--- src/rtl/multicycle_ctrl_fsm_if.sv ---
// Control bundle between the instruction register / memory and the multicycle
// controller. master = controller side, slave = datapath side.
interface multicycle_ctrl_fsm_if #(
  parameter int ALU_OP_W = 4
);
  logic [5:0]          opcode;
  logic [5:0]          funct;
  logic                mem_ready;
  logic                PCWrite;
  logic                Branch;
  logic                BranchNe;
  logic [1:0]          PCSrc;
  logic [ALU_OP_W-1:0] ALUControl;
  logic                ALUSrcA;
  logic [1:0]          ALUSrcB;
  logic                ExtZero;
  logic                RegWrite;
  logic                RegDst;
  logic                MemToReg;
  logic                IorD;
  logic                MemRead;
  logic                MemWrite;
  logic                IRWrite;
  logic                illegal;
  logic [3:0]          state_o;

  modport master (
    input  opcode, funct, mem_ready,
    output PCWrite, Branch, BranchNe, PCSrc, ALUControl, ALUSrcA, ALUSrcB,
           ExtZero, RegWrite, RegDst, MemToReg, IorD, MemRead, MemWrite,
           IRWrite, illegal, state_o
  );

  modport slave (
    output opcode, funct, mem_ready,
    input  PCWrite, Branch, BranchNe, PCSrc, ALUControl, ALUSrcA, ALUSrcB,
           ExtZero, RegWrite, RegDst, MemToReg, IorD, MemRead, MemWrite,
           IRWrite, illegal, state_o
  );
endinterface

--- src/rtl/multicycle_ctrl_fsm.sv ---
// Multicycle MIPS control FSM with memory-ready stalls and illegal-opcode flag.
// Optional perf counters (cycle_cnt, retire_cnt) with MULTICYCLE_CTRL_PERF_EN.
//
// state  | meaning
// FETCH  | read instruction at PC, PC += 4, wait for mem_ready
// DECODE | register read, branch target precompute, opcode dispatch
// MEMADR | load/store address = A + sext(imm)
// MEMRD  | load data read, wait for mem_ready
// MEMWB  | load data to rt
// MEMWR  | store write, wait for mem_ready
// REXEC  | R-type ALU op from funct
// RWB    | ALUOut to rd
// BRANCH | compare A - B, conditional PC write to branch target
// IEXEC  | I-type ALU op with immediate
// IWB    | ALUOut to rt
// JUMP   | PC = jump target
module multicycle_ctrl_fsm #(
  parameter int ALU_OP_W      = 4,
  parameter bit USE_MEM_READY = 1'b1,
  parameter int PERF_CNT_W    = 32
) (
  input  logic                   clk,
  input  logic                   rst_n,
  multicycle_ctrl_fsm_if.master  bus
`ifdef MULTICYCLE_CTRL_PERF_EN
  ,
  output logic [PERF_CNT_W-1:0]  cycle_cnt,
  output logic [PERF_CNT_W-1:0]  retire_cnt
`endif
);

  localparam logic [5:0] OP_RTYPE = 6'h00;
  localparam logic [5:0] OP_J     = 6'h02;
  localparam logic [5:0] OP_BEQ   = 6'h04;
  localparam logic [5:0] OP_BNE   = 6'h05;
  localparam logic [5:0] OP_ADDI  = 6'h08;
  localparam logic [5:0] OP_SLTI  = 6'h0A;
  localparam logic [5:0] OP_ANDI  = 6'h0C;
  localparam logic [5:0] OP_ORI   = 6'h0D;
  localparam logic [5:0] OP_LW    = 6'h23;
  localparam logic [5:0] OP_SW    = 6'h2B;

  localparam logic [5:0] FN_SLL = 6'h00;
  localparam logic [5:0] FN_SRL = 6'h02;
  localparam logic [5:0] FN_SRA = 6'h03;
  localparam logic [5:0] FN_ADD = 6'h20;
  localparam logic [5:0] FN_SUB = 6'h22;
  localparam logic [5:0] FN_AND = 6'h24;
  localparam logic [5:0] FN_OR  = 6'h25;
  localparam logic [5:0] FN_XOR = 6'h26;
  localparam logic [5:0] FN_NOR = 6'h27;
  localparam logic [5:0] FN_SLT = 6'h2A;

  localparam logic [ALU_OP_W-1:0] ALU_AND = ALU_OP_W'(0);
  localparam logic [ALU_OP_W-1:0] ALU_OR  = ALU_OP_W'(1);
  localparam logic [ALU_OP_W-1:0] ALU_ADD = ALU_OP_W'(2);
  localparam logic [ALU_OP_W-1:0] ALU_XOR = ALU_OP_W'(3);
  localparam logic [ALU_OP_W-1:0] ALU_NOR = ALU_OP_W'(4);
  localparam logic [ALU_OP_W-1:0] ALU_SLL = ALU_OP_W'(5);
  localparam logic [ALU_OP_W-1:0] ALU_SUB = ALU_OP_W'(6);
  localparam logic [ALU_OP_W-1:0] ALU_SLT = ALU_OP_W'(7);
  localparam logic [ALU_OP_W-1:0] ALU_SRL = ALU_OP_W'(8);
  localparam logic [ALU_OP_W-1:0] ALU_SRA = ALU_OP_W'(9);

  typedef enum logic [3:0] {
    FETCH  = 4'd0,
    DECODE = 4'd1,
    MEMADR = 4'd2,
    MEMRD  = 4'd3,
    MEMWB  = 4'd4,
    MEMWR  = 4'd5,
    REXEC  = 4'd6,
    RWB    = 4'd7,
    BRANCH = 4'd8,
    IEXEC  = 4'd9,
    IWB    = 4'd10,
    JUMP   = 4'd11
  } state_t;

  state_t state;
  state_t state_next;
  logic   mem_rdy;

  assign mem_rdy = USE_MEM_READY ? bus.mem_ready : 1'b1;

  always_ff @(posedge clk) begin
    if (!rst_n) state <= FETCH;
    else        state <= state_next;
  end

  always_comb begin
    state_next     = FETCH;
    bus.PCWrite    = 1'b0;
    bus.Branch     = 1'b0;
    bus.BranchNe   = 1'b0;
    bus.PCSrc      = 2'b00;
    bus.ALUControl = ALU_ADD;
    bus.ALUSrcA    = 1'b0;
    bus.ALUSrcB    = 2'b00;
    bus.ExtZero    = 1'b0;
    bus.RegWrite   = 1'b0;
    bus.RegDst     = 1'b0;
    bus.MemToReg   = 1'b0;
    bus.IorD       = 1'b0;
    bus.MemRead    = 1'b0;
    bus.MemWrite   = 1'b0;
    bus.IRWrite    = 1'b0;
    bus.illegal    = 1'b0;
    bus.state_o    = 4'd0;
    // Outputs held at defaults during reset so no write leaks past the edge.
    if (rst_n) begin
      bus.state_o = state;
      case (state)
        FETCH: begin
          bus.MemRead = 1'b1;
          bus.ALUSrcB = 2'b01;
          bus.IRWrite = mem_rdy;
          bus.PCWrite = mem_rdy;
          state_next  = mem_rdy ? DECODE : FETCH;
        end
        DECODE: begin
          bus.ALUSrcB = 2'b11;
          case (bus.opcode)
            OP_RTYPE:                         state_next = REXEC;
            OP_LW, OP_SW:                     state_next = MEMADR;
            OP_BEQ, OP_BNE:                   state_next = BRANCH;
            OP_ADDI, OP_ANDI, OP_ORI, OP_SLTI: state_next = IEXEC;
            OP_J:                             state_next = JUMP;
            default: begin
              state_next  = FETCH;
              bus.illegal = 1'b1;
            end
          endcase
        end
        MEMADR: begin
          bus.ALUSrcA = 1'b1;
          bus.ALUSrcB = 2'b10;
          state_next  = (bus.opcode == OP_LW) ? MEMRD : MEMWR;
        end
        MEMRD: begin
          bus.IorD    = 1'b1;
          bus.MemRead = 1'b1;
          state_next  = mem_rdy ? MEMWB : MEMRD;
        end
        MEMWB: begin
          bus.MemToReg = 1'b1;
          bus.RegWrite = 1'b1;
        end
        MEMWR: begin
          bus.IorD     = 1'b1;
          bus.MemWrite = 1'b1;
          state_next   = mem_rdy ? FETCH : MEMWR;
        end
        REXEC: begin
          bus.ALUSrcA = 1'b1;
          state_next  = RWB;
          case (bus.funct)
            FN_AND:  bus.ALUControl = ALU_AND;
            FN_OR:   bus.ALUControl = ALU_OR;
            FN_XOR:  bus.ALUControl = ALU_XOR;
            FN_NOR:  bus.ALUControl = ALU_NOR;
            FN_ADD:  bus.ALUControl = ALU_ADD;
            FN_SUB:  bus.ALUControl = ALU_SUB;
            FN_SLT:  bus.ALUControl = ALU_SLT;
            FN_SLL:  bus.ALUControl = ALU_SLL;
            FN_SRL:  bus.ALUControl = ALU_SRL;
            FN_SRA:  bus.ALUControl = ALU_SRA;
            default: bus.ALUControl = ALU_ADD;
          endcase
        end
        RWB: begin
          bus.RegDst   = 1'b1;
          bus.RegWrite = 1'b1;
        end
        BRANCH: begin
          bus.ALUSrcA    = 1'b1;
          bus.ALUControl = ALU_SUB;
          bus.PCSrc      = 2'b01;
          bus.Branch     = (bus.opcode == OP_BEQ);
          bus.BranchNe   = (bus.opcode == OP_BNE);
        end
        IEXEC: begin
          bus.ALUSrcA = 1'b1;
          bus.ALUSrcB = 2'b10;
          state_next  = IWB;
          case (bus.opcode)
            OP_ANDI: begin
              bus.ALUControl = ALU_AND;
              bus.ExtZero    = 1'b1;
            end
            OP_ORI: begin
              bus.ALUControl = ALU_OR;
              bus.ExtZero    = 1'b1;
            end
            OP_SLTI: bus.ALUControl = ALU_SLT;
            default: bus.ALUControl = ALU_ADD;
          endcase
        end
        IWB: bus.RegWrite = 1'b1;
        JUMP: begin
          bus.PCSrc   = 2'b10;
          bus.PCWrite = 1'b1;
        end
        default: state_next = FETCH;
      endcase
    end
  end

`ifdef MULTICYCLE_CTRL_PERF_EN
  // Retire = return to FETCH after real work; illegal DECODE exits don't count.
  always_ff @(posedge clk) begin
    if (!rst_n) begin
      cycle_cnt  <= '0;
      retire_cnt <= '0;
    end else begin
      cycle_cnt <= cycle_cnt + PERF_CNT_W'(1);
      if (state_next == FETCH && state != FETCH && state != DECODE)
        retire_cnt <= retire_cnt + PERF_CNT_W'(1);
    end
  end
`endif

endmodule

--- src/flat_wrapper.sv ---
// flat-port wrapper written by rule: the top's interface ports become plain ports
module multicycle_ctrl_fsm_flat 
#(
  parameter int ALU_OP_W      = 4,
  parameter bit USE_MEM_READY = 1'b1,
  parameter int PERF_CNT_W    = 32
)
  (clk, rst_n, bus_opcode, bus_funct, bus_mem_ready, bus_PCWrite, bus_Branch, bus_BranchNe, bus_PCSrc, bus_ALUControl, bus_ALUSrcA, bus_ALUSrcB, bus_ExtZero, bus_RegWrite, bus_RegDst, bus_MemToReg, bus_IorD, bus_MemRead, bus_MemWrite, bus_IRWrite, bus_illegal, bus_state_o);
  multicycle_ctrl_fsm_if #(.ALU_OP_W(ALU_OP_W)) bus_i ();
  input  logic clk;
  input  logic rst_n;
  input wire logic [$bits(bus_i.opcode)-1:0] bus_opcode;
  input wire logic [$bits(bus_i.funct)-1:0] bus_funct;
  input wire logic [$bits(bus_i.mem_ready)-1:0] bus_mem_ready;
  output wire logic [$bits(bus_i.PCWrite)-1:0] bus_PCWrite;
  output wire logic [$bits(bus_i.Branch)-1:0] bus_Branch;
  output wire logic [$bits(bus_i.BranchNe)-1:0] bus_BranchNe;
  output wire logic [$bits(bus_i.PCSrc)-1:0] bus_PCSrc;
  output wire logic [$bits(bus_i.ALUControl)-1:0] bus_ALUControl;
  output wire logic [$bits(bus_i.ALUSrcA)-1:0] bus_ALUSrcA;
  output wire logic [$bits(bus_i.ALUSrcB)-1:0] bus_ALUSrcB;
  output wire logic [$bits(bus_i.ExtZero)-1:0] bus_ExtZero;
  output wire logic [$bits(bus_i.RegWrite)-1:0] bus_RegWrite;
  output wire logic [$bits(bus_i.RegDst)-1:0] bus_RegDst;
  output wire logic [$bits(bus_i.MemToReg)-1:0] bus_MemToReg;
  output wire logic [$bits(bus_i.IorD)-1:0] bus_IorD;
  output wire logic [$bits(bus_i.MemRead)-1:0] bus_MemRead;
  output wire logic [$bits(bus_i.MemWrite)-1:0] bus_MemWrite;
  output wire logic [$bits(bus_i.IRWrite)-1:0] bus_IRWrite;
  output wire logic [$bits(bus_i.illegal)-1:0] bus_illegal;
  output wire logic [$bits(bus_i.state_o)-1:0] bus_state_o;
  assign bus_i.opcode = bus_opcode;
  assign bus_i.funct = bus_funct;
  assign bus_i.mem_ready = bus_mem_ready;
  assign bus_PCWrite = bus_i.PCWrite;
  assign bus_Branch = bus_i.Branch;
  assign bus_BranchNe = bus_i.BranchNe;
  assign bus_PCSrc = bus_i.PCSrc;
  assign bus_ALUControl = bus_i.ALUControl;
  assign bus_ALUSrcA = bus_i.ALUSrcA;
  assign bus_ALUSrcB = bus_i.ALUSrcB;
  assign bus_ExtZero = bus_i.ExtZero;
  assign bus_RegWrite = bus_i.RegWrite;
  assign bus_RegDst = bus_i.RegDst;
  assign bus_MemToReg = bus_i.MemToReg;
  assign bus_IorD = bus_i.IorD;
  assign bus_MemRead = bus_i.MemRead;
  assign bus_MemWrite = bus_i.MemWrite;
  assign bus_IRWrite = bus_i.IRWrite;
  assign bus_illegal = bus_i.illegal;
  assign bus_state_o = bus_i.state_o;
  multicycle_ctrl_fsm #(.ALU_OP_W(ALU_OP_W), .USE_MEM_READY(USE_MEM_READY), .PERF_CNT_W(PERF_CNT_W)) u_core (.clk(clk), .rst_n(rst_n), .bus(bus_i));
endmodule
--- config.mk ---
export PLATFORM = sky130hd
export DESIGN_NAME = multicycle_ctrl_fsm_flat
export DESIGN_NICKNAME = d
export VERILOG_FILES = /design/src/rtl/multicycle_ctrl_fsm_if.sv /design/src/rtl/multicycle_ctrl_fsm.sv /design/src/flat_wrapper.sv
export SDC_FILE = /design/constraint.sdc
export NUM_CORES = 1
export LEC_CHECK = 0
export ABC_AREA = 1
export CORE_MARGIN = 8
export CORE_UTILIZATION = 44
export CTS_BUF_LIST = sky130_fd_sc_hd__clkbuf_4
export DETAILED_ROUTE_END_ITERATION = 10
export PLACE_DENSITY = 0.94
export RECOVER_POWER = 50
export SYNTH_ARGS = -nofsm -noshare
export SYNTH_HDL_FRONTEND = slang
export SYNTH_SLANG_ARGS = --single-unit
--- constraint.sdc ---
create_clock -name clk -period 2.3 [get_ports clk]
set_clock_uncertainty 0.15 [all_clocks]
set_input_delay 0.46 -clock clk [delete_from_list [all_inputs] [get_ports clk]]
set_output_delay 0.46 -clock clk [all_outputs]
set_load 0.01 [all_outputs]
==> metrics.txt <==
# TYPE chip_impl_metric gauge
chip_impl_info{name="run_status",value="completed"} 1
chip_impl_metric{name="route.met3.wl",unit="µm"} 173
chip_impl_metric{name="clk_transition_reported_paths",unit="ns"} 0.04
chip_impl_metric{name="area_delta_synth_final",unit="%"} 82.1
chip_impl_info{name="netlist_top_cells_area",value="sky130_fd_sc_hd__nand2_1 19%, sky130_fd_sc_hd__nor2_1 17%, sky130_fd_sc_hd__inv_1 13%"} 1
chip_impl_metric{name="number_of_i_o_port_buffers",unit=""} 39
chip_impl_metric{name="wirelength",unit="µm"} 3420
chip_impl_metric{name="drv_slew",unit=""} 0
chip_impl_metric{name="fraction_of_the_cycle_the_final_worst_path_needs",unit=""} 0.960
chip_impl_metric{name="placed_cells_incl_taps",unit=""} 254
chip_impl_metric{name="synth.top_cell.area_share",unit=""} 0.193
chip_impl_info{name="cts_tree",value="yes"} 1
chip_impl_metric{name="reg2reg_depth",unit=""} 7
chip_impl_metric{name="multi_input_comb_area",unit="µm²"} 668
chip_impl_metric{name="final_hold_viol_count",unit=""} 0
chip_impl_metric{name="post-route-drc-count",unit=""} 0
chip_impl_metric{name="final_cell_count_no_fill",unit=""} 258
chip_impl_metric{name="die-area",unit="µm²"} 3430
chip_impl_metric{name="worst-path-max-fanout",unit=""} 4
chip_impl_metric{name="timing.max_slew.rel_slack",unit=""} 0.834
chip_impl_metric{name="max_ffs_per_register",unit=""} 4
chip_impl_metric{name="vias",unit=""} 1336
chip_impl_metric{name="synthDistinctLibCells",unit=""} 20
chip_impl_info{name="yosysTopAreaCell",value="sky130_fd_sc_hd__nand2_1"} 1
chip_impl_metric{name="power.density_cell_area",unit="nW/µm²"} 209
chip_impl_info{name="largest-register",value="u_core.state"} 1
chip_impl_metric{name="ys_ff_latch",unit=""} 4
chip_impl_metric{name="max_slew.worst_pin.slew",unit="ns"} 0.246
chip_impl_metric{name="setup_violations",unit=""} 0
chip_impl_metric{name="cts_buffer_depth",unit=""} 2
chip_impl_metric{name="detailed_place_hpwl",unit="µm"} 2600
chip_impl_metric{name="drt-met1-wl",unit="µm"} 1290
chip_impl_metric{name="drtIter0Drc",unit=""} 56
chip_impl_metric{name="peakVddDrop",unit="µV"} 397
chip_impl_metric{name="placementRows",unit=""} 15
chip_impl_metric{name="wl_met2",unit="µm"} 1870
chip_impl_metric{name="synth.cell_area",unit="µm²"} 797
chip_impl_metric{name="fp.dieH",unit="µm"} 58.6
chip_impl_metric{name="track_usage",unit=""} 0.197
chip_impl_metric{name="p_leak",unit="µW"} 0.000844
chip_impl_metric{name="post_route_cells_drive_above_1_share",unit=""} 0.296
chip_impl_info{name="cts.root.buffer_cell",value="sky130_fd_sc_hd__clkbuf_4"} 1
chip_impl_metric{name="ff_latch_area",unit="µm²"} 83.8
chip_impl_metric{name="ys_seq_area_frac",unit=""} 0.100
chip_impl_metric{name="crit_arrival",unit="ns"} 1.60
chip_impl_metric{name="drt-vias-per-instance",unit=""} 5.18
chip_impl_info{name="synth.most_common_cell",value="sky130_fd_sc_hd__nand2_1"} 1
chip_impl_metric{name="postSynthCellCount",unit=""} 169
chip_impl_metric{name="ys.warnings.count",unit=""} 0
chip_impl_metric{name="ant_nets",unit=""} 0
chip_impl_metric{name="core_area",unit="µm²"} 1710
chip_impl_metric{name="layout.cell_area.non_filler",unit="µm²"} 1450
chip_impl_info{name="hp-start",value="u_core.state[3]"} 1
chip_impl_metric{name="detailedRoute.firstPassIterationCount",unit=""} 4
chip_impl_info{name="crit_type",value="input pin to output pin"} 1
chip_impl_metric{name="antenna_cells_inserted",unit=""} 0
chip_impl_metric{name="design_power_total",unit="µW"} 304
chip_impl_metric{name="routedWlPerCell",unit="µm"} 13.2
chip_impl_metric{name="synth_enable_flop_cells",unit=""} 0
chip_impl_info{name="crit-reg2reg-launch",value="u_core.state[1]"} 1
chip_impl_info{name="crit_path_start_kind",value="input pin"} 1
chip_impl_metric{name="gr_ovfl_total",unit=""} 0
chip_impl_metric{name="dpl_cell_area",unit="µm²"} 1380
chip_impl_metric{name="async_flop_share",unit=""} 0
chip_impl_metric{name="fillerInstances",unit=""} 107
chip_impl_info{name="dr.max_layer_used",value="met4"} 1
chip_impl_metric{name="grt_first_pass_wirelength",unit="µm"} 5580
chip_impl_info{name="timing.critical_path.to_type",value="output pin"} 1
chip_impl_metric{name="largest_net_degree_at_the_start_of_global_routing",unit=""} 8
chip_impl_metric{name="number_of_global_route_vias_before_repair",unit=""} 1365
chip_impl_metric{name="postSynthAreaPerCell",unit="µm²"} 4.72
chip_impl_metric{name="antenna_found_initial",unit=""} 0
chip_impl_metric{name="worstPathRequired",unit="ns"} 1.69
chip_impl_metric{name="postSynthNetCount",unit=""} 184
chip_impl_metric{name="ctsHtreeMaxLevel",unit=""} 1
chip_impl_info{name="reg_top3",value="u_core.state x4"} 1
chip_impl_metric{name="worst-r2r-setup-slack",unit="ns"} 0.88
chip_impl_metric{name="tritoncts_num_sinks",unit=""} 4
chip_impl_info{name="min_to",value="u_core.state[0]"} 1
chip_impl_metric{name="hold_depth",unit=""} 3
chip_impl_info{name="synth.cells.most_frequent",value="41 x sky130_fd_sc_hd__nand2_1, 37 x sky130_fd_sc_hd__nor2_1, 28 x sky130_fd_sc_hd__inv_1, 20 x sky130_fd_sc_hd__nand3_1, 8 x sky130_fd_sc_hd__nor3_1"} 1
chip_impl_metric{name="insertion_delay",unit="ns"} 0.24
chip_impl_metric{name="timing.fmax",unit="MHz"} 453
chip_impl_info{name="worstHoldPathType",value="register to register"} 1
chip_impl_metric{name="io_pins",unit=""} 40
chip_impl_metric{name="place.gp.congestion",unit=""} 0.902
chip_impl_metric{name="cts-buffers-inserted",unit=""} 3
chip_impl_info{name="ys_dominant_reg_cell",value="sky130_fd_sc_hd__dfxtp_1"} 1
chip_impl_info{name="r2r-end",value="u_core.state[1]"} 1
chip_impl_metric{name="floorplan.initialDensity",unit=""} 0.467
chip_impl_metric{name="period_needed",unit="ns"} 2.21
chip_impl_metric{name="die_w",unit="µm"} 58.6
chip_impl_metric{name="nets",unit=""} 250
chip_impl_metric{name="cap_viol_max_count",unit=""} 0
-- kinds of logic (layout without fill, tap and decap cells) --
kind of cell           after synthesis  after routing  synth area share
AO/OA/AOI/OAI                       13             13            0.0879
XOR/XNOR                             1              1            0.0110
flip-flops                           4              4             0.100
AND/OR/NAND/NOR                    118            118             0.644
buffers and inverters               33             97             0.157
-- final cells by class --
cell class / count / area share
repair buffers: 63 / 0.365
inverters: 31 / 0.0802
well taps: 25 / 0.0216
flip-flops and latches: 4 / 0.0578
multi-input cells: 132 / 0.460
clock buffers: 3 / 0.0155
-- how the worst max path moves through the flow --
stage | start | to | cells after the start
detailed placement | bus_funct[5] | bus_ALUControl[0] | 10
CTS | u_core.state[3] | bus_IRWrite | 6
global route | bus_funct[5] | bus_ALUControl[0] | 10
finish | bus_opcode[1] | bus_ALUControl[2] | 8
global placement | bus_funct[5] | bus_ALUControl[0] | 10
floorplan | rst_n | bus_Branch | 5
-- placed cells by master (no fill, tap or decap), types with 4 or more instances in the layout --
cell type	netlist	final
sky130_fd_sc_hd__nor3_1	8	8
sky130_fd_sc_hd__nand3_1	20	17
sky130_fd_sc_hd__nor2_1	37	25
sky130_fd_sc_hd__dlymetal6s2s_1	0	4
sky130_fd_sc_hd__buf_4	0	23
sky130_fd_sc_hd__clkdlybuf4s50_1	0	6
sky130_fd_sc_hd__nor2_4	1	5
sky130_fd_sc_hd__a21oi_1	7	7
sky130_fd_sc_hd__buf_2	1	6
sky130_fd_sc_hd__dlygate4sd2_1	0	17
sky130_fd_sc_hd__nor2_2	5	13
sky130_fd_sc_hd__inv_2	3	6
sky130_fd_sc_hd__inv_1	28	25
sky130_fd_sc_hd__nand2_1	41	40
-- routing by layer --
metal | track usage | vias to the layer above
met2 | 0.378 | 56
met1 | 0.195 | 606
met3 | 0.0413 | 10
met5 | 0 | -
li1 | - | 664
met4 | 0.0909 | 0
-- where the power goes --
part | switching, µW | internal, µW
Sequential | 1.95 | 71.7
Clock | 30.9 | 58.5
Combinational | 78.9 | 62.1
Total | 112 | 192
-- stage by stage --
step                      setup WS, ns  hold WS (ns)   util  setup TNS [ns]
after global placement          -0.496         0.554  0.810           -6.41
after floorplan                  0.390         0.498      -               0
final                           0.0924         0.568  0.850               0
after global routing           -0.0168         0.624  0.850         -0.0219
after CTS                      -0.0250         0.522  0.829         -0.0612
after detailed placement        -0.542         0.562  0.810           -7.09
-- what timing repair did --
item | CTS | global route
buffers inserted | 1 | 0
setup endpoints to repair | 25 | 10
hold buffers | 0 | 0
pin swaps | 12 | 0
endpoints found under the hold margin | 0 | 0
resized for setup | 73 | 16
-- worst max-delay path, stage by stage --
cell                            delay, ns
sky130_fd_sc_hd__dlygate4sd2_1       0.27
sky130_fd_sc_hd__inv_1               0.08
sky130_fd_sc_hd__nor2_1              0.18
sky130_fd_sc_hd__nand3_2             0.14
sky130_fd_sc_hd__o21ai_2             0.19
sky130_fd_sc_hd__a21oi_1             0.06
sky130_fd_sc_hd__nor2_1              0.09
sky130_fd_sc_hd__buf_2               0.14
No activity file was read; power rests on OpenSTA's default activity.
